$ cat src/rtl/instruction_pkg.sv
// Opcode constants and classification helpers shared by the retirement path.
package instruction_pkg;

    localparam logic [6:0] OPCODE_STORE  = 7'b0100011;
    localparam logic [6:0] OPCODE_BRANCH = 7'b1100011;
    localparam logic [6:0] OPCODE_JAL    = 7'b1101111;
    localparam logic [6:0] OPCODE_JALR   = 7'b1100111;

    function automatic logic is_store(input logic [6:0] opcode);
        return opcode == OPCODE_STORE;
    endfunction

    function automatic logic is_ctrl(input logic [6:0] opcode);
        return (opcode == OPCODE_BRANCH) || (opcode == OPCODE_JAL) || (opcode == OPCODE_JALR);
    endfunction

endpackage

$ cat src/rtl/typedef_pkg.sv
// Shared types for the back end: commit FSM states and the reorder buffer entry layout.
package typedef_pkg;

    localparam int PHY_W      = 6;
    localparam int ARCH_W     = 5;
    localparam int XLEN_W     = 32;
    localparam int STORE_ID_W = 4;

    typedef enum logic [1:0] {
        RUN,
        FLUSH,
        RECOVER
    } commit_state_t;

    typedef struct packed {
        logic [6:0]            opcode;
        logic [ARCH_W-1:0]     rd_arch;
        logic [PHY_W-1:0]      rd_phy_new;
        logic [PHY_W-1:0]      rd_phy_old;
        logic [STORE_ID_W-1:0] store_id;
        logic                  mispredict;
        logic                  actual_taken;
        logic [XLEN_W-1:0]     update_pc;
        logic [XLEN_W-1:0]     actual_target;
    } ROB_ENTRY_t;

endpackage

$ cat src/rtl/commit_slot_decode.sv
// Classifies one ROB head entry for the commit stage: store, control transfer, register writer.
module commit_slot_decode
    import typedef_pkg::*;
    import instruction_pkg::*;
(
    input  ROB_ENTRY_t entry_i,
    output logic       is_store_o,
    output logic       is_ctrl_o,
    output logic       writes_rd_o
);

    logic unusedFields;

    assign is_store_o  = is_store(entry_i.opcode);
    assign is_ctrl_o   = is_ctrl(entry_i.opcode);
    assign writes_rd_o = (entry_i.rd_arch != '0);

    // The payload fields are consumed by the commit stage itself, not by the classifier.
    assign unusedFields = ^{entry_i.rd_phy_new, entry_i.rd_phy_old, entry_i.store_id,
                            entry_i.mispredict, entry_i.actual_taken, entry_i.update_pc,
                            entry_i.actual_target};

endmodule

$ cat src/rtl/commit_controller.sv
// Two-wide in-order retirement sequencer with a flush/redirect/recover sequence on head mispredicts.
module commit_controller
    import typedef_pkg::*;
#(
    parameter int NUM_ROB_ENTRY  = 16,
    parameter int ROB_WIDTH      = $clog2(NUM_ROB_ENTRY),
    parameter int PHY_WIDTH      = 6,
    parameter int ARCH_WIDTH     = 5,
    parameter int XLEN           = 32,
    parameter int RECOVER_CYCLES = 2
) (
    input  logic                  clk,
    input  logic                  rst_n,
    input  logic [ROB_WIDTH:0]    rob_count,
    input  logic [1:0]            head_finish,
    input  ROB_ENTRY_t            head_entry_0,
    input  ROB_ENTRY_t            head_entry_1,
    output logic [1:0]            commit_cnt,
    output logic [1:0]            retire_valid,
    output logic [1:0]            free_valid,
    output logic [PHY_WIDTH-1:0]  free_phy_0,
    output logic [PHY_WIDTH-1:0]  free_phy_1,
    output logic [1:0]            arat_we,
    output logic [ARCH_WIDTH-1:0] arat_arch_0,
    output logic [ARCH_WIDTH-1:0] arat_arch_1,
    output logic [PHY_WIDTH-1:0]  arat_phy_0,
    output logic [PHY_WIDTH-1:0]  arat_phy_1,
    output logic                  store_commit_valid,
    output logic [STORE_ID_W-1:0] store_commit_id,
    output logic                  bp_update_valid,
    output logic [XLEN-1:0]       bp_update_pc,
    output logic [XLEN-1:0]       bp_update_target,
    output logic                  bp_update_taken,
    output logic                  flush,
    output logic                  redirect_valid,
    output logic [XLEN-1:0]       redirect_pc,
    output logic                  recovering,
    output logic [63:0]           instret
);

    localparam int CNT_W = $clog2(RECOVER_CYCLES + 1);
    localparam logic [CNT_W-1:0] RECOVER_LOAD = CNT_W'(RECOVER_CYCLES - 1);

    commit_state_t    state_q, state_d;
    logic [CNT_W-1:0] recoverCnt_q, recoverCnt_d;
    logic [XLEN-1:0]  redirectPc_q, redirectPc_d;
    logic             flush_q, flush_d;
    logic [63:0]      instret_q, instret_d;

    logic isStore0, isCtrl0, writesRd0;
    logic isStore1, isCtrl1, writesRd1;
    logic commit0, commit1;

    commit_slot_decode u_decode0 (
        .entry_i     (head_entry_0),
        .is_store_o  (isStore0),
        .is_ctrl_o   (isCtrl0),
        .writes_rd_o (writesRd0)
    );

    commit_slot_decode u_decode1 (
        .entry_i     (head_entry_1),
        .is_store_o  (isStore1),
        .is_ctrl_o   (isCtrl1),
        .writes_rd_o (writesRd1)
    );

    // Slot 1 yields to slot 0 whenever they would contend for the single store or predictor port.
    assign commit0 = (state_q == RUN) && (rob_count != '0) && head_finish[0];
    assign commit1 = commit0 && (rob_count >= (ROB_WIDTH+1)'(2)) && head_finish[1]
                     && !head_entry_0.mispredict
                     && !(isStore0 && isStore1)
                     && !(isCtrl0 && isCtrl1);

    always_ff @(posedge clk or negedge rst_n) begin
        if (!rst_n) begin
            state_q      <= RUN;
            recoverCnt_q <= '0;
            redirectPc_q <= '0;
            flush_q      <= 1'b0;
            instret_q    <= '0;
        end else begin
            state_q      <= state_d;
            recoverCnt_q <= recoverCnt_d;
            redirectPc_q <= redirectPc_d;
            flush_q      <= flush_d;
            instret_q    <= instret_d;
        end
    end

    always_comb begin
        state_d      = state_q;
        recoverCnt_d = recoverCnt_q;
        redirectPc_d = redirectPc_q;
        unique case (state_q)
            RUN: begin
                if (commit0 && head_entry_0.mispredict) begin
                    state_d      = FLUSH;
                    redirectPc_d = head_entry_0.actual_target;
                end
            end
            FLUSH: begin
                state_d      = RECOVER;
                recoverCnt_d = RECOVER_LOAD;
            end
            RECOVER: begin
                if (recoverCnt_q == '0) begin
                    state_d = RUN;
                end else begin
                    recoverCnt_d = recoverCnt_q - 1'b1;
                end
            end
            default: state_d = RUN;
        endcase
        flush_d   = (state_d == FLUSH);
        instret_d = instret_q + 64'(commit_cnt);
    end

    always_comb begin
        commit_cnt         = 2'(commit0) + 2'(commit1);
        retire_valid       = {commit1, commit0};
        free_valid         = {commit1 && writesRd1, commit0 && writesRd0};
        arat_we            = free_valid;
        free_phy_0         = '0;
        free_phy_1         = '0;
        arat_arch_0        = '0;
        arat_arch_1        = '0;
        arat_phy_0         = '0;
        arat_phy_1         = '0;
        store_commit_valid = 1'b0;
        store_commit_id    = '0;
        bp_update_valid    = 1'b0;
        bp_update_pc       = '0;
        bp_update_target   = '0;
        bp_update_taken    = 1'b0;
        if (free_valid[0]) begin
            free_phy_0  = head_entry_0.rd_phy_old;
            arat_arch_0 = head_entry_0.rd_arch;
            arat_phy_0  = head_entry_0.rd_phy_new;
        end
        if (free_valid[1]) begin
            free_phy_1  = head_entry_1.rd_phy_old;
            arat_arch_1 = head_entry_1.rd_arch;
            arat_phy_1  = head_entry_1.rd_phy_new;
        end
        if (commit0 && isStore0) begin
            store_commit_valid = 1'b1;
            store_commit_id    = head_entry_0.store_id;
        end else if (commit1 && isStore1) begin
            store_commit_valid = 1'b1;
            store_commit_id    = head_entry_1.store_id;
        end
        if (commit0 && isCtrl0) begin
            bp_update_valid  = 1'b1;
            bp_update_pc     = head_entry_0.update_pc;
            bp_update_target = head_entry_0.actual_target;
            bp_update_taken  = head_entry_0.actual_taken;
        end else if (commit1 && isCtrl1) begin
            bp_update_valid  = 1'b1;
            bp_update_pc     = head_entry_1.update_pc;
            bp_update_target = head_entry_1.actual_target;
            bp_update_taken  = head_entry_1.actual_taken;
        end
        flush          = flush_q;
        redirect_valid = flush_q;
        redirect_pc    = redirectPc_q;
        recovering     = (state_q != RUN);
        instret        = instret_q;
    end

endmodule

$ cat config.mk
export PLATFORM = sky130hd
export DESIGN_NAME = commit_controller
export DESIGN_NICKNAME = d
export VERILOG_FILES = /design/src/rtl/instruction_pkg.sv /design/src/rtl/typedef_pkg.sv /design/src/rtl/commit_slot_decode.sv /design/src/rtl/commit_controller.sv
export SDC_FILE = /design/constraint.sdc
export NUM_CORES = 1
export LEC_CHECK = 0
export BUFFER_PORTS_ARGS = -buffer_cell sky130_fd_sc_hd__buf_2
export CORE_AREA = 2 2 159 161
export DETAILED_ROUTE_END_ITERATION = 7
export DIE_AREA = 0 0 161 163
export GPL_TIMING_DRIVEN = 0
export PLACE_DENSITY_LB_ADDON = 0.08
export SLEW_MARGIN = 20
export SYNTH_ARGS = -nofsm -noshare
export SYNTH_HDL_FRONTEND = slang
export SYNTH_HIERARCHICAL = 1
export SYNTH_SLANG_ARGS = --single-unit
export TNS_END_PERCENT = 50
$ cat constraint.sdc
create_clock -name clk -period 10.7 [get_ports clk]
set_clock_uncertainty 0.05 [all_clocks]
set_input_delay 0.535 -clock clk [delete_from_list [all_inputs] [get_ports clk]]
set_output_delay 0.535 -clock clk [all_outputs]
set_load 0.03 [all_outputs]
==> flow_summary.toml, run 1 <==
[run_status]
status = "finished clean"

[power_and_ir_drop]
switching_share_pct = 40.2
finalPower_w = 0.00138
pwr-share-clk_pct = 25.2
power_report.internal_total_w = 0.000824
combPwrFrac_pct = 37.9
p_leak_nw = 4.69
power_per_cell_area_nw_per_um2 = 165
ir_worst_vdd_mv = 0.0664
pwr-share-seq_pct = 36.9
switchingPower_w = 0.000553

[cts]
cts_setup_buffers = 0
clkTransAtPathRegs_ns = 0.08
ctsHoldBuffers = 0
tritoncts = "yes"
cts-root-buf = "clkbuf_16"
cts_resized = 0
cts_sinks = 101
clock_path_buffers = 2
clkLatencyLatePin_ns = 0.36
numCtsBuffers = 9
cts_max_level = 3

[setup_path]
critical_path_arrival_ns = 5.16
crit_top_cell = "ha_1"
cp_max_fo = 11
cpMaxStageDelayCell = "nor4_2"
end_kind = "flip-flop"
crit_path_max_incr_delay_ns = 0.72
start_kind = "input port"
path_cells = "buf_2 > nand4b_4 > nor4_2 > a22oi_1 > nand3b_1 > nor3_1 > clkbuf_1 > ha_1 > ha_1 > inv_1 > fa_1 > nand4b_1 > or4_4 > nor4_4 > nor4b_1 > xor2_1"
worstSetupPathType = "in -> reg"
required_ns = 10.94
r2r_cells = 14

[drt]
routed_via_density = 4.48
drt-met1-wl_um = 10300
route.met2.wl_um = 12900
vias = 5752
drt-initial-drc-count = 208
routed_wirelength_um = 25500
drtAntennaViolNets = 0
wl_met3_um = 1690
highest_layer = "met5"
drc = 0
wl_per_cell_um = 19.9
dr.pass1.iters = 4

[synth]
ys_ff_latch = 101
ys_seq_area_share_pct = 45.6
netlist_area_um2 = 5550
synth_cells = 522
yosysUniqueCellTypes = 44
yosysWarningCount = 6
postSynthAreaPerCell_um2 = 10.6
syn_nets = 724

[global_routing]
antenna_found_initial = 10
grt_max_degree = 63
grt_pass1_vias = 5645
grt_pass1_wl_um = 36600
gr-total-overflow = 0
grt.total_usage_pct = 18.8

[timing]
min_period_over_period_pct = 46.0
fin_setup_tns_ns = 0
max_freq_mhz = 203
setup_violations = 0
fin_crit_ns = 4.92
fin_ws_ns = 5.78
slew_headroom_pct = 36.6
slew_violations = 0
rsz0062_at_grt = "false"
tightest_slew_ns = 0.943
hold_viol = 0

[finish]
area_growth_pct = 50.7
final_common_cell = "buf_2"
drive_gt1_share_pct = 50.4
fin_util_pct = 33.9
stdcell_area_um2 = 8360
fill_cells = 2671
num-nets-final = 1143
mostFrequentLayoutCells = "buf_2, dfrtp_1, a22o_1"

[place]
dp_slack_ns = 5.33
dp_hpwl_um = 21400
io_buffers = 407
gp_congestion = 0.873
place_area_um2 = 8030

[floorplan]
die_h_um = 163
io_pins = 409
die_area_um2 = 26200
core_area_um2 = 24700
die_w_um = 161
rows = 58
start_util_pct = 22.5

[min_path]
hp-class = "in -> async"

[flow_run]
cap_violations = 0
[power groups by stage]
stage	clock network [W]	logic, W	registers, W
floorplan	0	0.000178	0.000658
global route	0.000378	0.000553	0.000521
CTS	0.000360	0.000533	0.000509
detailed placement	0	0.000531	0.000516
finish	0.000347	0.000522	0.000509
global placement	0	0.000529	0.000514
[cell type report]
class	count	area, um^2	share of cell area, %
multi-input combinational	376	2830	33.8
sequential	101	2530	30.2
timing repair buffer	408	2070	24.8
tap	330	413	4.94
clock buffer	9	225	2.69
buffer	30	136	1.63
clock inverter	7	83.8	1.00
inverter	15	56.3	0.673
antenna	9	22.5	0.269
[worst max-delay path: cells and delay by family]
kind	cells	cell delay (ns)
compound gates	1	0.20
xor+xnor	1	0.18
buf+inv	3	0.40
fa+ha+maj	3	1.01
simple gates	8	2.84
[routing by layer]
| layer | GRT usage, % | vias up |
|---|---|---|
| met5 | 0 | - |
| met4 | 6.49 | 2 |
| met3 | 4.46 | 35 |
| met2 | 32.8 | 215 |
| met1 | 22.8 | 2736 |
| li1 | - | 2764 |
[final timing paths]
path / slack (ns) / end / from
max: 5.78 / instret[62] / head_entry_0[91]
min: 0.11 / redirect_pc[17] / rst_n
max reg2reg: 5.86 / instret[62] / state_q[0]
min reg2reg: 0.42 / instret[63] / instret[63]
max in group asynchronous: 9.84 / redirect_pc[4] / rst_n
min in group clk: 0.37 / redirect_pc[18] / head_entry_0[18]
[cell families after synthesis]
kind of cell | after synthesis | share of synthesized area [%]
AOI/OAI and AO/OA | 78 | 12.1
buffers and inverters | 45 | 3.47
DFF | 101 | 45.6
xor gates and xnor gates | 62 | 9.79
adders and majority gates | 5 | 1.26
and+or+nand+nor | 198 | 21.1
muxes | 33 | 6.68
[metrics by stage]
stage	instances	hold slack [ns]
2_1_floorplan	522	0.189
3_3_place_gp	1259	0.408
3_5_place_dp	1260	0.403
4_1_cts	1276	0.130
5_1_grt	1283	0.146
6_report	1285	0.109
[state kept, by name, indices dropped and copies added (netlist names)]
register and cells:
state_q 2, redirect_pc 32, flush 1, instret 64, recoverCnt_q 2
[cell usage after synthesis]
cell type,n,area (um^2)
dfrtp_1,101,2530
a22o_1,66,578
and3_1,45,282
nand2_1,33,124
xnor2_1,33,289
mux2_2,31,349
xor2_1,29,254
nand3_1,24,120
nor2_1,20,75.1
nor3_1,20,100
clkbuf_1,17,63.8
inv_1,15,56.3
nand4_1,15,93.8
nor4_1,9,56.3
and2_1,5,31.3
buf_4,5,37.5
a32o_1,4,40.0
buf_1,4,15.0
buf_2,4,20.0
ha_1,4,50.1
a21o_1,3,22.5
nor2b_1,3,18.8
nor3b_2,3,37.5
a21oi_1,2,10.0
a22oi_1,2,15.0
and4_1,2,17.5
nand2b_1,2,12.5
nand4b_4,2,47.6
nor4_2,2,25.0
nor4b_1,2,17.5
or2_2,2,12.5
and3b_1,1,8.76
fa_1,1,20.0
mux2_1,1,11.3
mux2i_1,1,10.0
nand3b_1,1,7.51
nand4_4,1,21.3
nand4b_1,1,8.76
nor4_4,1,21.3
o31ai_1,1,7.51
or3_1,1,6.26
or3_2,1,7.51
or4_1,1,7.51
or4_4,1,11.3
Note: power is estimated with default switching activity, not from simulation.
==> run 2: changes to the inputs <==
==> constraint.sdc (replaced) <==
create_clock -name clk -period 4.5 [get_ports clk]
set_clock_uncertainty 0.05 [all_clocks]
set_input_delay 0.225 -clock clk [delete_from_list [all_inputs] [get_ports clk]]
set_output_delay 0.225 -clock clk [all_outputs]
set_load 0.03 [all_outputs]
==> run 2 against run 1 <==
Total power increased by 140%. Sequential share of layout area decreased by 0.26 points. Global-route usage about the same. Non-clock buffer count grew 4. Die area did not move. Sequential cell count did not move. Core utilization is 0.29 points higher. First-iteration DRC count up 13%.
==> flow_summary.toml, run 2 (synthesis results as in run 1) <==
[run_status]
status = "finished clean"

[cts]
clock_path_buffers = 2
cts_sinks = 101
clkTransAtPathRegs_ns = 0.08
tritoncts = "yes"
cts_max_level = 3
clkLatencyLatePin_ns = 0.36
numCtsBuffers = 9
cts-root-buf = "clkbuf_16"

[setup_path]
rrSetupSlack_ns = 0.31
end_kind = "flip-flop"
critPathTopFamily = "simple AND/OR/NAND/NOR gates"
critical_path_arrival_ns = 4.37
cp_max_fo = 11
start_kind = "flip-flop"
r2r_cells = 16
required_ns = 4.68
path_buf_inv = 5
crit_path_max_incr_delay_ns = 0.50
path_cells = "clkbuf_1 > nor2_1 > nand2_1 > a21oi_4 > clkbuf_4 > ha_1 > ha_1 > inv_1 > fa_1 > nand4b_1 > or4_4 > nor4_4 > buf_4 > buf_4 > nand4_1 > xnor2_1"
worstSetupPathType = "reg -> reg"
worst-path-stages = 16
reg2reg_to = "instret[36]"
cpMaxStageDelayCell = "or4_4"
r2r_start = "state_q[0]"

[power_and_ir_drop]
p_leak_nw = 4.72
finalPower_w = 0.00328
ir_worst_vdd_mv = 0.158
power_per_cell_area_nw_per_um2 = 389

[min_path]
worstHoldStart = "head_entry_0[18]"
holdPathStages = 2
min_to = "redirect_pc[18]"
hp-class = "in -> reg"

[floorplan]
die_w_um = 161
rows = 58
die_area_um2 = 26200
io_pins = 409
core_area_um2 = 24700
die_h_um = 163
start_util_pct = 22.5

[timing]
tightest_slew_ns = 0.802
fin_ws_ns = 0.313
setup_violations = 0
slew_headroom_pct = 46.0
min_period_over_period_pct = 93.1
hold_viol = 0
max_freq_mhz = 239
fin_setup_tns_ns = 0
slew_violations = 0
fin_crit_ns = 4.19

[drt]
dr.pass1.iters = 4
highest_layer = "met5"
drt-initial-drc-count = 236
drt-met1-wl_um = 10400
drtAntennaViolNets = 0
vias = 5774
routed_wirelength_um = 25600
route.met2.wl_um = 12900
wl_per_cell_um = 19.9
routed_via_density = 4.48
wl_met3_um = 1680
drc = 0

[finish]
final_common_cell = "buf_2"
num-nets-final = 1147
fin_util_pct = 34.2
area_growth_pct = 52.1
drive_gt1_share_pct = 51.2
mostFrequentLayoutCells = "buf_2, dfrtp_1, a22o_1"
stdcell_count = 1288
fill_cells = 2664
largest_reg_flops = 64

[global_routing]
grt_pass1_vias = 5658
antenna_found_initial = 10
grt.total_usage_pct = 18.8
grt_pass1_wl_um = 36700
grt_max_degree = 63
gr-total-overflow = 0

[place]
dp_hpwl_um = 21400
gp_congestion = 0.873
io_buffers = 407
dpl.cell_count = 1260
dp_slack_ns = -0.557

[flow_run]
cap_violations = 0
==> run 2: changes by cell type in the layout (fill, tap and decap cells not counted), sizes merged <==
cell / previous run / this run
dlygate4sd3: 0 / 1
buf: 421 / 424
diode: 9 / 8
==> run 2: final cells by class <==
cell class	count	area, um^2	share of cell area, %
clock buffers	9	225	2.67
repair buffers	412	2100	24.9
diodes	8	20.0	0.237
flip-flops and latches	101	2530	30.0
inverters	15	56.3	0.667
well taps	330	413	4.89
plain buffers	30	141	1.68
clock inverters	7	83.8	0.994
multi-input cells	376	2870	34.0
==> run 2: worst max-delay path by stage <==
stage | start | to | slack (ns)
2_1_floorplan | head_entry_0[91] | instret[54] | 0.48
3_3_place_gp | head_entry_0[91] | instret[62] | -0.63
3_5_place_dp | head_entry_0[91] | instret[62] | -0.56
4_1_cts | state_q[0] | instret[62] | 0.02
5_1_grt | state_q[0] | instret[36] | -0.01
6_report | state_q[0] | instret[36] | 0.31
==> run 2: per-stage QoR <==
stage               hold slack (ns)  cell area (um^2)
floorplan                    -0.121              5550
global placement              0.408              8000
detailed placement            0.221              8030
CTS                          0.0463              8380
global route                 0.0442              8430
finish                       0.0613              8440
==> run 2: routing by layer <==
| layer | vias up | global-route usage [%] |
|---|---|---|
| met4 | 2 | 6.49 |
| met2 | 203 | 32.9 |
| met5 | - | 0 |
| li1 | 2768 | - |
| met3 | 35 | 4.46 |
| met1 | 2766 | 22.8 |
==> run 2: what timing repair did <==
action                                 4_1_cts  5_1_grt
pin swaps                                    1        0
resized for setup                            3        8
gates cloned                                 0        0
buffers inserted                             2        1
setup endpoints to repair                   15       16
endpoints found under the hold margin       61        0
hold buffers                                 1        0
==> run 2: power by group <==
part           internal (W)  switching (W)  leakage [nW]  total, W
clock network      0.000440       0.000385         0.148  0.000825
logic              0.000431       0.000819          3.27   0.00125
registers           0.00109       0.000115          1.31   0.00121
total               0.00196        0.00132          4.72   0.00328
